**config.mk**
```make
export PLATFORM = sky130hd
export DESIGN_NAME = rom_stream_reader_flat
export DESIGN_NICKNAME = d
export VERILOG_FILES = /design/src/rtl/rom_stream_reader_if.sv /design/src/rtl/rom_stream_reader.sv /design/src/flat_wrapper.sv
export SDC_FILE = /design/constraint.sdc
export NUM_CORES = 1
export LEC_CHECK = 0
export ABC_AREA = 1
export BUFFER_PORTS_ARGS = -buffer_cell sky130_fd_sc_hd__buf_2
export CORE_MARGIN = 2
export CORE_UTILIZATION = 57
export DETAILED_ROUTE_END_ITERATION = 10
export PLACE_DENSITY = 0.79
export SYNTH_ARGS = -nofsm -noshare
export SYNTH_HDL_FRONTEND = slang
export SYNTH_SLANG_ARGS = --single-unit
```
**constraint.sdc**
```tcl
create_clock -name clk -period 3.7 [get_ports clk]
set_input_delay 0 -clock clk [delete_from_list [all_inputs] [get_ports clk]]
set_output_delay 0 -clock clk [all_outputs]
set_load 0.02 [all_outputs]
```
**src/rtl/rom_stream_reader_if.sv**
```systemverilog
// Request, ROM read port and output stream of rom_stream_reader.
// `ROM_READER_CHKSUM_EN adds the chksum signal.
interface rom_stream_reader_if #(
    parameter int width = 8,
    parameter int depth = 16
);
    localparam int AW = $clog2(depth);

    logic              start;
    logic [AW-1:0]     base_addr;
    logic [AW:0]       count;
    logic              busy;
    logic              done;
    logic              en;
    logic [AW-1:0]     addr;
    logic [width-1:0]  dout;
    logic [width-1:0]  m_data;
    logic              m_valid;
    logic              m_ready;
    logic              m_last;
`ifdef ROM_READER_CHKSUM_EN
    logic [width-1:0]  chksum;
`endif

    modport master (
        input  start, base_addr, count, dout, m_ready,
        output busy, done, en, addr, m_data, m_valid, m_last
`ifdef ROM_READER_CHKSUM_EN
        , output chksum
`endif
    );

    modport slave (
        output start, base_addr, count, dout, m_ready,
        input  busy, done, en, addr, m_data, m_valid, m_last
`ifdef ROM_READER_CHKSUM_EN
        , input chksum
`endif
    );
endinterface

```
**src/rtl/rom_stream_reader.sv**
```systemverilog
// Burst reader for a single-port ROM with 1-cycle read latency, delivering words on a valid/ready stream.
// `ROM_READER_CHKSUM_EN adds a per-burst running XOR output (chksum).
module rom_stream_reader #(
    parameter int width = 8,
    parameter int depth = 16
) (
    input  logic                 clk,
    input  logic                 rst_n,
    rom_stream_reader_if.master  bus
);
    localparam int AW = $clog2(depth);

    typedef enum logic [1:0] {S_IDLE, S_RUN, S_DRAIN} state_t;

    function automatic logic [AW-1:0] addr_inc(input logic [AW-1:0] a);
        if (a == AW'(depth - 1)) return '0;
        return a + 1'b1;
    endfunction

    state_t            r_state, w_state_nxt;
    logic              r_en, w_en_nxt;
    logic              r_en_last, w_en_last_nxt;
    logic [AW-1:0]     r_addr, w_addr_nxt;
    logic [AW-1:0]     r_nxt_addr, w_nxt_addr_nxt;
    logic [AW:0]       r_remain, w_remain_nxt;
    logic              r_done, w_done_nxt;
    logic              w_burst_start;

    logic              r_rd_vld_p1;
    logic              r_rd_last_p1;

    logic [width-1:0]  r_data;
    logic              r_valid;
    logic              r_last;
    logic [width-1:0]  r_fmem [2];
    logic              r_flast [2];
    logic              r_wp, r_rp;
    logic [1:0]        r_fcnt;

    logic              w_pop;
    logic              w_head_free;
    logic              w_take_fifo;
    logic              w_take_push;
    logic              w_fifo_push;
    logic [2:0]        w_occ;
    logic              w_room;

    assign w_pop       = r_valid & bus.m_ready;
    assign w_head_free = ~r_valid | w_pop;
    assign w_take_fifo = w_head_free & (r_fcnt != 2'd0);
    assign w_take_push = w_head_free & (r_fcnt == 2'd0) & r_rd_vld_p1;
    assign w_fifo_push = r_rd_vld_p1 & ~w_take_push;

    // Everything stored or still in flight after this edge; a new read adds one
    // more, and the presented word plus the 2-entry FIFO hold at most three.
    assign w_occ  = 3'(r_valid) + 3'(r_fcnt) + 3'(r_rd_vld_p1) + 3'(r_en) - 3'(w_pop);
    assign w_room = (w_occ < 3'd3);

    always_comb begin
        w_state_nxt    = r_state;
        w_en_nxt       = 1'b0;
        w_en_last_nxt  = 1'b0;
        w_addr_nxt     = r_addr;
        w_nxt_addr_nxt = r_nxt_addr;
        w_remain_nxt   = r_remain;
        w_done_nxt     = 1'b0;
        w_burst_start  = 1'b0;
        case (r_state)
            S_IDLE: begin
                if (bus.start) begin
                    w_burst_start = 1'b1;
                    if (bus.count == '0) begin
                        w_done_nxt = 1'b1;
                    end else begin
                        w_en_nxt       = 1'b1;
                        w_en_last_nxt  = (bus.count == (AW+1)'(1));
                        w_addr_nxt     = bus.base_addr;
                        w_nxt_addr_nxt = addr_inc(bus.base_addr);
                        w_remain_nxt   = bus.count - (AW+1)'(1);
                        w_state_nxt    = (bus.count == (AW+1)'(1)) ? S_DRAIN : S_RUN;
                    end
                end
            end
            S_RUN: begin
                if (w_room) begin
                    w_en_nxt       = 1'b1;
                    w_en_last_nxt  = (r_remain == (AW+1)'(1));
                    w_addr_nxt     = r_nxt_addr;
                    w_nxt_addr_nxt = addr_inc(r_nxt_addr);
                    w_remain_nxt   = r_remain - (AW+1)'(1);
                    if (r_remain == (AW+1)'(1)) w_state_nxt = S_DRAIN;
                end
            end
            S_DRAIN: begin
                if (w_pop && r_last) begin
                    w_done_nxt  = 1'b1;
                    w_state_nxt = S_IDLE;
                end
            end
            default: w_state_nxt = S_IDLE;
        endcase
    end

    // p0: read issue and control registers
    always_ff @(posedge clk or negedge rst_n) begin
        if (!rst_n) begin
            r_state    <= S_IDLE;
            r_en       <= 1'b0;
            r_en_last  <= 1'b0;
            r_addr     <= '0;
            r_nxt_addr <= '0;
            r_remain   <= '0;
            r_done     <= 1'b0;
        end else begin
            r_state    <= w_state_nxt;
            r_en       <= w_en_nxt;
            r_en_last  <= w_en_last_nxt;
            r_addr     <= w_addr_nxt;
            r_nxt_addr <= w_nxt_addr_nxt;
            r_remain   <= w_remain_nxt;
            r_done     <= w_done_nxt;
        end
    end

    // p1: ROM sampled the read, p2: dout captured into head or FIFO
    always_ff @(posedge clk or negedge rst_n) begin
        if (!rst_n) begin
            r_rd_vld_p1  <= 1'b0;
            r_rd_last_p1 <= 1'b0;
            r_data       <= '0;
            r_valid      <= 1'b0;
            r_last       <= 1'b0;
            r_wp         <= 1'b0;
            r_rp         <= 1'b0;
            r_fcnt       <= 2'd0;
        end else begin
            r_rd_vld_p1  <= r_en;
            r_rd_last_p1 <= r_en_last;
            if (w_head_free) begin
                r_valid <= w_take_fifo | w_take_push;
                if (w_take_fifo) begin
                    r_data <= r_fmem[r_rp];
                    r_last <= r_flast[r_rp];
                end else if (w_take_push) begin
                    r_data <= bus.dout;
                    r_last <= r_rd_last_p1;
                end
            end
            if (w_fifo_push) r_wp <= ~r_wp;
            if (w_take_fifo) r_rp <= ~r_rp;
            r_fcnt <= r_fcnt + 2'(w_fifo_push) - 2'(w_take_fifo);
        end
    end

    always_ff @(posedge clk) begin
        if (w_fifo_push) begin
            r_fmem[r_wp]  <= bus.dout;
            r_flast[r_wp] <= r_rd_last_p1;
        end
    end

`ifdef ROM_READER_CHKSUM_EN
    logic [width-1:0] r_chksum;

    always_ff @(posedge clk or negedge rst_n) begin
        if (!rst_n)             r_chksum <= '0;
        else if (w_burst_start) r_chksum <= '0;
        else if (w_pop)         r_chksum <= r_chksum ^ r_data;
    end

    assign bus.chksum = r_chksum;
`endif

    assign bus.busy    = (r_state != S_IDLE);
    assign bus.done    = r_done;
    assign bus.en      = r_en;
    assign bus.addr    = r_addr;
    assign bus.m_data  = r_data;
    assign bus.m_valid = r_valid;
    assign bus.m_last  = r_last;
endmodule

```
**src/flat_wrapper.sv**
```systemverilog
// flat-port wrapper written by rule: the top's interface ports become plain ports
module rom_stream_reader_flat 
#(
    parameter int width = 8,
    parameter int depth = 16
)
  (clk, rst_n, bus_start, bus_base_addr, bus_count, bus_dout, bus_m_ready, bus_busy, bus_done, bus_en, bus_addr, bus_m_data, bus_m_valid, bus_m_last);
  rom_stream_reader_if #(.width(width), .depth(depth)) bus_i ();
  input  logic clk;
  input  logic rst_n;
  input wire logic [$bits(bus_i.start)-1:0] bus_start;
  input wire logic [$bits(bus_i.base_addr)-1:0] bus_base_addr;
  input wire logic [$bits(bus_i.count)-1:0] bus_count;
  input wire logic [$bits(bus_i.dout)-1:0] bus_dout;
  input wire logic [$bits(bus_i.m_ready)-1:0] bus_m_ready;
  output wire logic [$bits(bus_i.busy)-1:0] bus_busy;
  output wire logic [$bits(bus_i.done)-1:0] bus_done;
  output wire logic [$bits(bus_i.en)-1:0] bus_en;
  output wire logic [$bits(bus_i.addr)-1:0] bus_addr;
  output wire logic [$bits(bus_i.m_data)-1:0] bus_m_data;
  output wire logic [$bits(bus_i.m_valid)-1:0] bus_m_valid;
  output wire logic [$bits(bus_i.m_last)-1:0] bus_m_last;
  assign bus_i.start = bus_start;
  assign bus_i.base_addr = bus_base_addr;
  assign bus_i.count = bus_count;
  assign bus_i.dout = bus_dout;
  assign bus_i.m_ready = bus_m_ready;
  assign bus_busy = bus_i.busy;
  assign bus_done = bus_i.done;
  assign bus_en = bus_i.en;
  assign bus_addr = bus_i.addr;
  assign bus_m_data = bus_i.m_data;
  assign bus_m_valid = bus_i.m_valid;
  assign bus_m_last = bus_i.m_last;
  rom_stream_reader #(.width(width), .depth(depth)) u_core (.clk(clk), .rst_n(rst_n), .bus(bus_i));
endmodule
```
# Word-level counts from Yosys, hierarchy flattened
# Memories as Yosys holds them, arrays and structs flattened.
# Cells that the tools add are included.
op_classes:
  n_addsub: 10
  order_cmp: 1
  eq_ne: 11
  mux: 48
  n_bitwise: 11
  reduce_logical: 11
ops:
  columns: ["operator", "count"]
  rows:
  - ["4-bit two-way mux", 10]
  - ["1-bit two-way mux", 20]
  - ["8-bit two-way mux", 2]
  - ["4-bit case mux with 2 select lines", 2]
  - ["5-bit two-way mux", 3]
  - ["2-bit two-way mux", 6]
  - ["5-bit by 1-bit == test with 1-bit output, second input constant", 2]
  - ["5-bit case mux with 2 select lines", 1]
  - ["5-bit by 1-bit subtractor with 5-bit output, second input constant", 2]
  - ["4-bit by 1-bit adder with 4-bit output, second input constant", 2]
  - ["4-bit == test, second input constant", 2]
  - ["2-bit nonzero test", 4]
  - ["3-bit by 1-bit adder with 3-bit output", 2]
  - ["2-bit by 1-bit != test with 1-bit output, second input constant", 3]
  - ["1-bit case mux with 2 select lines", 3]
  - ["2-bit case mux with 3 select lines", 1]
  - ["1-bit bitwise AND", 5]
  - ["5-bit logical NOT", 1]
  - ["5-bit AND reduction", 1]
  - ["2-bit logical NOT", 2]
  - ["2-bit != test, second input constant", 2]
  - ["1-bit NOT", 4]
  - ["4-bit AND reduction", 1]
  - ["1-bit by 2-bit adder with 3-bit output", 1]
  - ["other kinds (9)", 10]
totals:
  regBits: 34
  ramBits: 18
  in_bits: 21
  out_inout_bits: 17
  mem_count: 2
mem_list:
  columns: ["name", "depth", "width", "rd", "rd_ports_with_merged_regs", "wr", "line", "rtl"]
  rows:
  - ["u_core.r_fmem", 2, 8, 1, 0, 1, "rom_stream_reader.sv:35", "logic [width-1:0] r_fmem [2];"]
  - ["u_core.r_flast", 2, 1, 1, 0, 1, "rom_stream_reader.sv:36", "logic r_flast [2];"]

# Logic depth before layout (Yosys ltp)
depth:
  word_depth: 10
  ltp_mapped: 16
  mapped_depth_nobuf: 16

# Least setup slack after synthesis
# Ideal clock, no wire load.
synth_timing:
  path_type: "flip-flop to flip-flop"
  from: "register u_core.r_valid, in the netlist u_core.bus.m_valid"
  to: "register u_core.r_nxt_addr[0]"
  setup_time_ns: 0.116
  arrival_time_ns: 2.622
  required_ns: 3.584
  slack_ns: 0.962
  path_stages_with_launch: 16
  path_buffers: 1
  cell_sequence: "dfrtp_1 -> nand2_1 -> inv_1 -> ha_1 -> fa_1 -> inv_1 -> ha_1 -> fa_1 -> nand2_1 -> nand3_1 -> inv_1 -> nand2_2 -> nand2_4 -> buf_6 -> nand2_1 -> nand2_1"
synth_via:
  elab_chain_len: 7
synth_lines:
  columns: ["element", "line", "rtl"]
  rows:
  - ["from (decl)", "rom_stream_reader.sv:33", "logic r_valid;"]
  - ["from (signal assigned)", "rom_stream_reader.sv:140", "r_valid <= w_take_fifo | w_take_push;"]
  - ["1-bit by 2-bit adder with 3-bit output", "rom_stream_reader.sv:56", "assign w_occ = 3'(r_valid) + 3'(r_fcnt) + 3'(r_rd_vld_p1) + 3'(r_en) - 3'(w_pop);"]
  - ["3-bit by 1-bit adder with 3-bit output (2 in a row)", "rom_stream_reader.sv:56", null]
  - ["3-bit by 1-bit subtractor with 3-bit output (*)", "rom_stream_reader.sv:56", null]
  - ["3-bit by 2-bit less-than comparator with 1-bit output (*)", "rom_stream_reader.sv:57", "assign w_room = (w_occ < 3'd3);"]
  - ["2-bit by 1-bit != test with 1-bit output (no source line) (*)", null, null]
  - ["4-bit AND reduction (no source line) (*)", null, null]
  - ["to (signal assigned)", "rom_stream_reader.sv:119", "r_nxt_addr <= w_nxt_addr_nxt;"]
  - ["to (decl)", "rom_stream_reader.sv:24", "logic [AW-1:0] r_nxt_addr, w_nxt_addr_nxt;"]
# Every way passes the cells marked *; elsewhere a longest branch is shown, timed or not.
# A chain may end at the register's enable or synchronous reset.

# Worst setup path in the final report
layout_timing:
  from: "register u_core.r_valid, in the netlist u_core.bus.m_valid"
  to: "register u_core.r_remain[1]"
layout_via:
  elab_chain_len: 7
layout_lines:
  columns: ["element", "line", "rtl"]
  rows:
  - ["1-bit by 2-bit adder with 3-bit output", "rom_stream_reader.sv:56", null]
  - ["3-bit by 1-bit adder with 3-bit output (2 in a row)", "rom_stream_reader.sv:56", null]
  - ["3-bit by 1-bit subtractor with 3-bit output (*)", "rom_stream_reader.sv:56", null]
  - ["3-bit by 2-bit less-than comparator with 1-bit output (*)", "rom_stream_reader.sv:57", null]
  - ["2-bit by 1-bit != test with 1-bit output (no source line) (*)", null, null]
  - ["4-bit AND reduction (no source line) (*)", null, null]
  - ["to (signal assigned)", "rom_stream_reader.sv:120", "r_remain <= w_remain_nxt;"]
  - ["to (decl)", "rom_stream_reader.sv:25", "logic [AW:0] r_remain, w_remain_nxt;"]
# Marks and branches as above.

==> results.py <==
metrics = {
    "placed_design": {
        "pre_cts_ws_ps": 792.5,
        "dp_hpwl_um": 3570,
        "port_buffers": 37,
        "gp_routability_congestion": 0.8134,
    },
    "cells_and_area": {
        "drive_above_1_share": 0.1566,
        "final_nets": 397,
        "syn_to_final_growth_pct": 14.45,
        "n_antenna_cell": 0,
    },
    "logic_synthesis": {
        "synth_commonest_cells": "nand2_1 (107), inv_1 (41), dfrtp_1 (34), nand3_1 (21), o21ai_0 (19)",
        "ys_warn_count": 0,
        "synth_area_mm2": 0.002728,
        "synth_cell_types": 26,
        "yosysTopAreaCell": "dfrtp_1",
        "synth-async-reset-ratio": 0.6538,
        "synth_area_leaders": "dfrtp_1 (31%), edfxtp_1 (20%), nand2_1 (15%)",
        "ys_seq_elements": 52,
        "synth-seq-area-share": 0.5101,
        "synth_area_per_cell_um2": 8.604,
        "synth.most_common_cell": "nand2_1",
        "netlist_instances": 317,
        "ys.flop_type": "dfrtp_1",
        "synth_top_area_frac": 0.3119,
        "syn_nets": 351,
        "synth_edf_count": 18,
    },
    "worst_setup_path": {
        "critPathBufInv": 3,
        "path_cells": "nand2_1 > inv_1 > ha_1 > fa_1 > inv_1 > ha_1 > fa_1 > nand2_1 > nand3_1 > inv_1 > nand2_2 > nand2_4 > o21ai_0 > nand2_1",
        "cp-end-kind": "register",
        "cp.required_ps": 3900,
        "cpMaxStageDelayCell": "fa_1",
        "setup.worst_path.class": "register to register",
        "critPathMaxFanout": 16,
        "cpLargestDelayFamily": "adder cells",
        "critical-path-max-stage-delay_ps": 480,
        "arrival_ps": 3120,
        "start_kind": "register",
    },
    "drt": {
        "first_pass_iters": 5,
        "wl_um": 5060,
        "drt_iter0_markers": 119,
        "antenna_left": 0,
        "vias_per_cell": 5.148,
        "drc": 0,
        "num_vias": 2152,
        "wl_per_cell_um": 12.11,
    },
    "floorplan": {
        "die_h_um": 73.18,
        "io_pins": 38,
        "placementRows": 25,
        "core_area_mm2": 0.004661,
        "die_width_um": 73.18,
        "start_util": 0.5852,
        "dieArea_mm2": 0.005355,
    },
    "sta": {
        "finalSetupTns_ps": 0,
        "slew_violations": 0,
        "rsz0062_at_grt": "false",
        "slew_headroom": 0.4488,
        "timing.final.ws_setup_ps": 785.2,
        "setup_violations": 0,
        "fin_crit_ps": 2915,
        "holdWs_ps": 16.21,
        "worst_slew_pin_slew_ps": 823.7,
        "hold_violations": 0,
        "fmaxAchievable_mhz": 343.1,
        "period_share": 0.7878,
        "finClkSkew_ps": 5.025,
    },
    "job": {
        "cap_viol_max_count": 0,
    },
    "grt": {
        "grt_pass1_vias": 2010,
        "grt_overflow_total": 0,
        "grt_usage": 0.2082,
        "antenna_found_initial": 0,
        "grt_max_degree": 35,
        "grt_pass1_wl_um": 8597,
    },
    "clock_network": {
        "cts_setup_buffers": 0,
        "cts_hold_buffers": 10,
        "clock-sinks": 52,
        "cts_resized": 0,
        "ctsRootBufferMaster": "clkbuf_8",
        "clk_pin_slew_ps": 100,
        "insertion_delay_ps": 310,
        "clockBufferDepth": 2,
        "cts_buffers": 5,
        "cts_max_level": 2,
        "cts_tree": "done",
    },
    "power": {
        "p_per_area_mw_per_mm2": 914.1,
        "ir_drop_v": 0.0004794,
        "power_leakage_nw": 1.608,
    },
    "run_status": {
        "status": "finished, final reports clean",
    },
    "worst_hold_path": {
        "hold_path_class": "input pin to register",
    },
}
[report_power, final]
part | leakage [nW] | switching (W) | internal [W]
logic | 0.978 | 0.000988 | 0.000514
clock network | 0.0452 | 0.000201 | 0.000138
registers | 0.585 | 0.000160 | 0.000853
[cells by family after synthesis]
kind of cell             after synthesis  share of synthesized area
XOR/XNOR                               7                    0.02248
flip-flops                            52                     0.5101
AND/OR/NAND/NOR                      159                     0.2463
buffers and inverters                 51                    0.07982
adder cells (fa/ha/maj)               13                    0.06514
AO/OA/AOI/OAI                         35                    0.07614
[sequential cells by signal, indices dropped and copies added, names as in the netlist, 2 cells and up]
name,cells
u_core.r_fmem,16
u_core.bus.m_data,8
u_core.r_remain,5
u_core.bus.addr,4
u_core.r_nxt_addr,4
u_core.r_fcnt,2
u_core.r_flast,2
u_core.r_state,2
[through the flow]
step	cell area (µm²)	power [W]	instances	utilization
floorplan	2728	0.002219	317	-
global route	3122	0.003155	418	0.6698
CTS	3122	0.002880	418	0.6698
global placement	2928	0.002472	400	0.6282
detailed placement	2928	0.002529	400	0.6282
finish	3122	0.002854	418	0.6698
[final timing paths]
path | start | to | slack (ps) | cells after the start
max in group asynchronous | rst_n | u_core.bus.m_data[6]$_DFFE_PN0P_ | 2940 | 2
min | bus_base_addr[1] | u_core.bus.addr[1]$_DFFE_PN0P_ | 20 | 5
max | u_core.bus.m_valid$_DFFE_PN0P_ | u_core.r_remain[1]$_DFFE_PN0P_ | 790 | 14
min reg2reg | u_core.r_en_last$_DFF_PN0_ | u_core.r_rd_last_p1$_DFF_PN0_ | 360 | 0
min in group asynchronous | rst_n | u_core.bus.m_data[4]$_DFFE_PN0P_ | 290 | 2
max reg2reg | u_core.bus.m_valid$_DFFE_PN0P_ | u_core.r_remain[1]$_DFFE_PN0P_ | 790 | 14
[tightest hold or removal path: cells and delay by family]
kind / cells / cell delay, ps
AND/OR/NAND/NOR: 4 / 190
buffers and inverters: 1 / 100
[final cells by class]
cell class / count / area (µm²)
Tap cell: 54 / 67.56
Inverter: 42 / 157.7
Clock inverter: 3 / 25.02
Sequential cell: 52 / 1391
Timing Repair Buffer: 48 / 292.8
Fill cell: 374 / 1539
Clock buffer: 5 / 68.82
Multi-Input combinational cell: 214 / 1119
[routing by layer]
metal | vias to the layer above | wire [µm] | GRT usage | share of wire
met5 | - | 0 | 0 | 0
met4 | 0 | 74 | 0.06996 | 0.015
met3 | 7 | 151 | 0.02486 | 0.030
met2 | 39 | 2575 | 0.3824 | 0.51
met1 | 1001 | 2259 | 0.2505 | 0.45
li1 | 1105 | - | - | -
[placed cells by master, fill, tap and decap left out, drive strengths merged, types with 5 or more instances in the layout]
| cell | instances |
|---|---|
| nand2 | 111 |
| inv | 44 |
| buf | 38 |
| dfrtp | 34 |
| nand3 | 22 |
| nor2 | 20 |
| o21ai | 19 |
| edfxtp | 18 |
| ha | 11 |
| dlygate4sd3 | 10 |
| o211ai | 9 |
| clkbuf | 5 |
No activity file was read; power rests on OpenSTA's default activity.
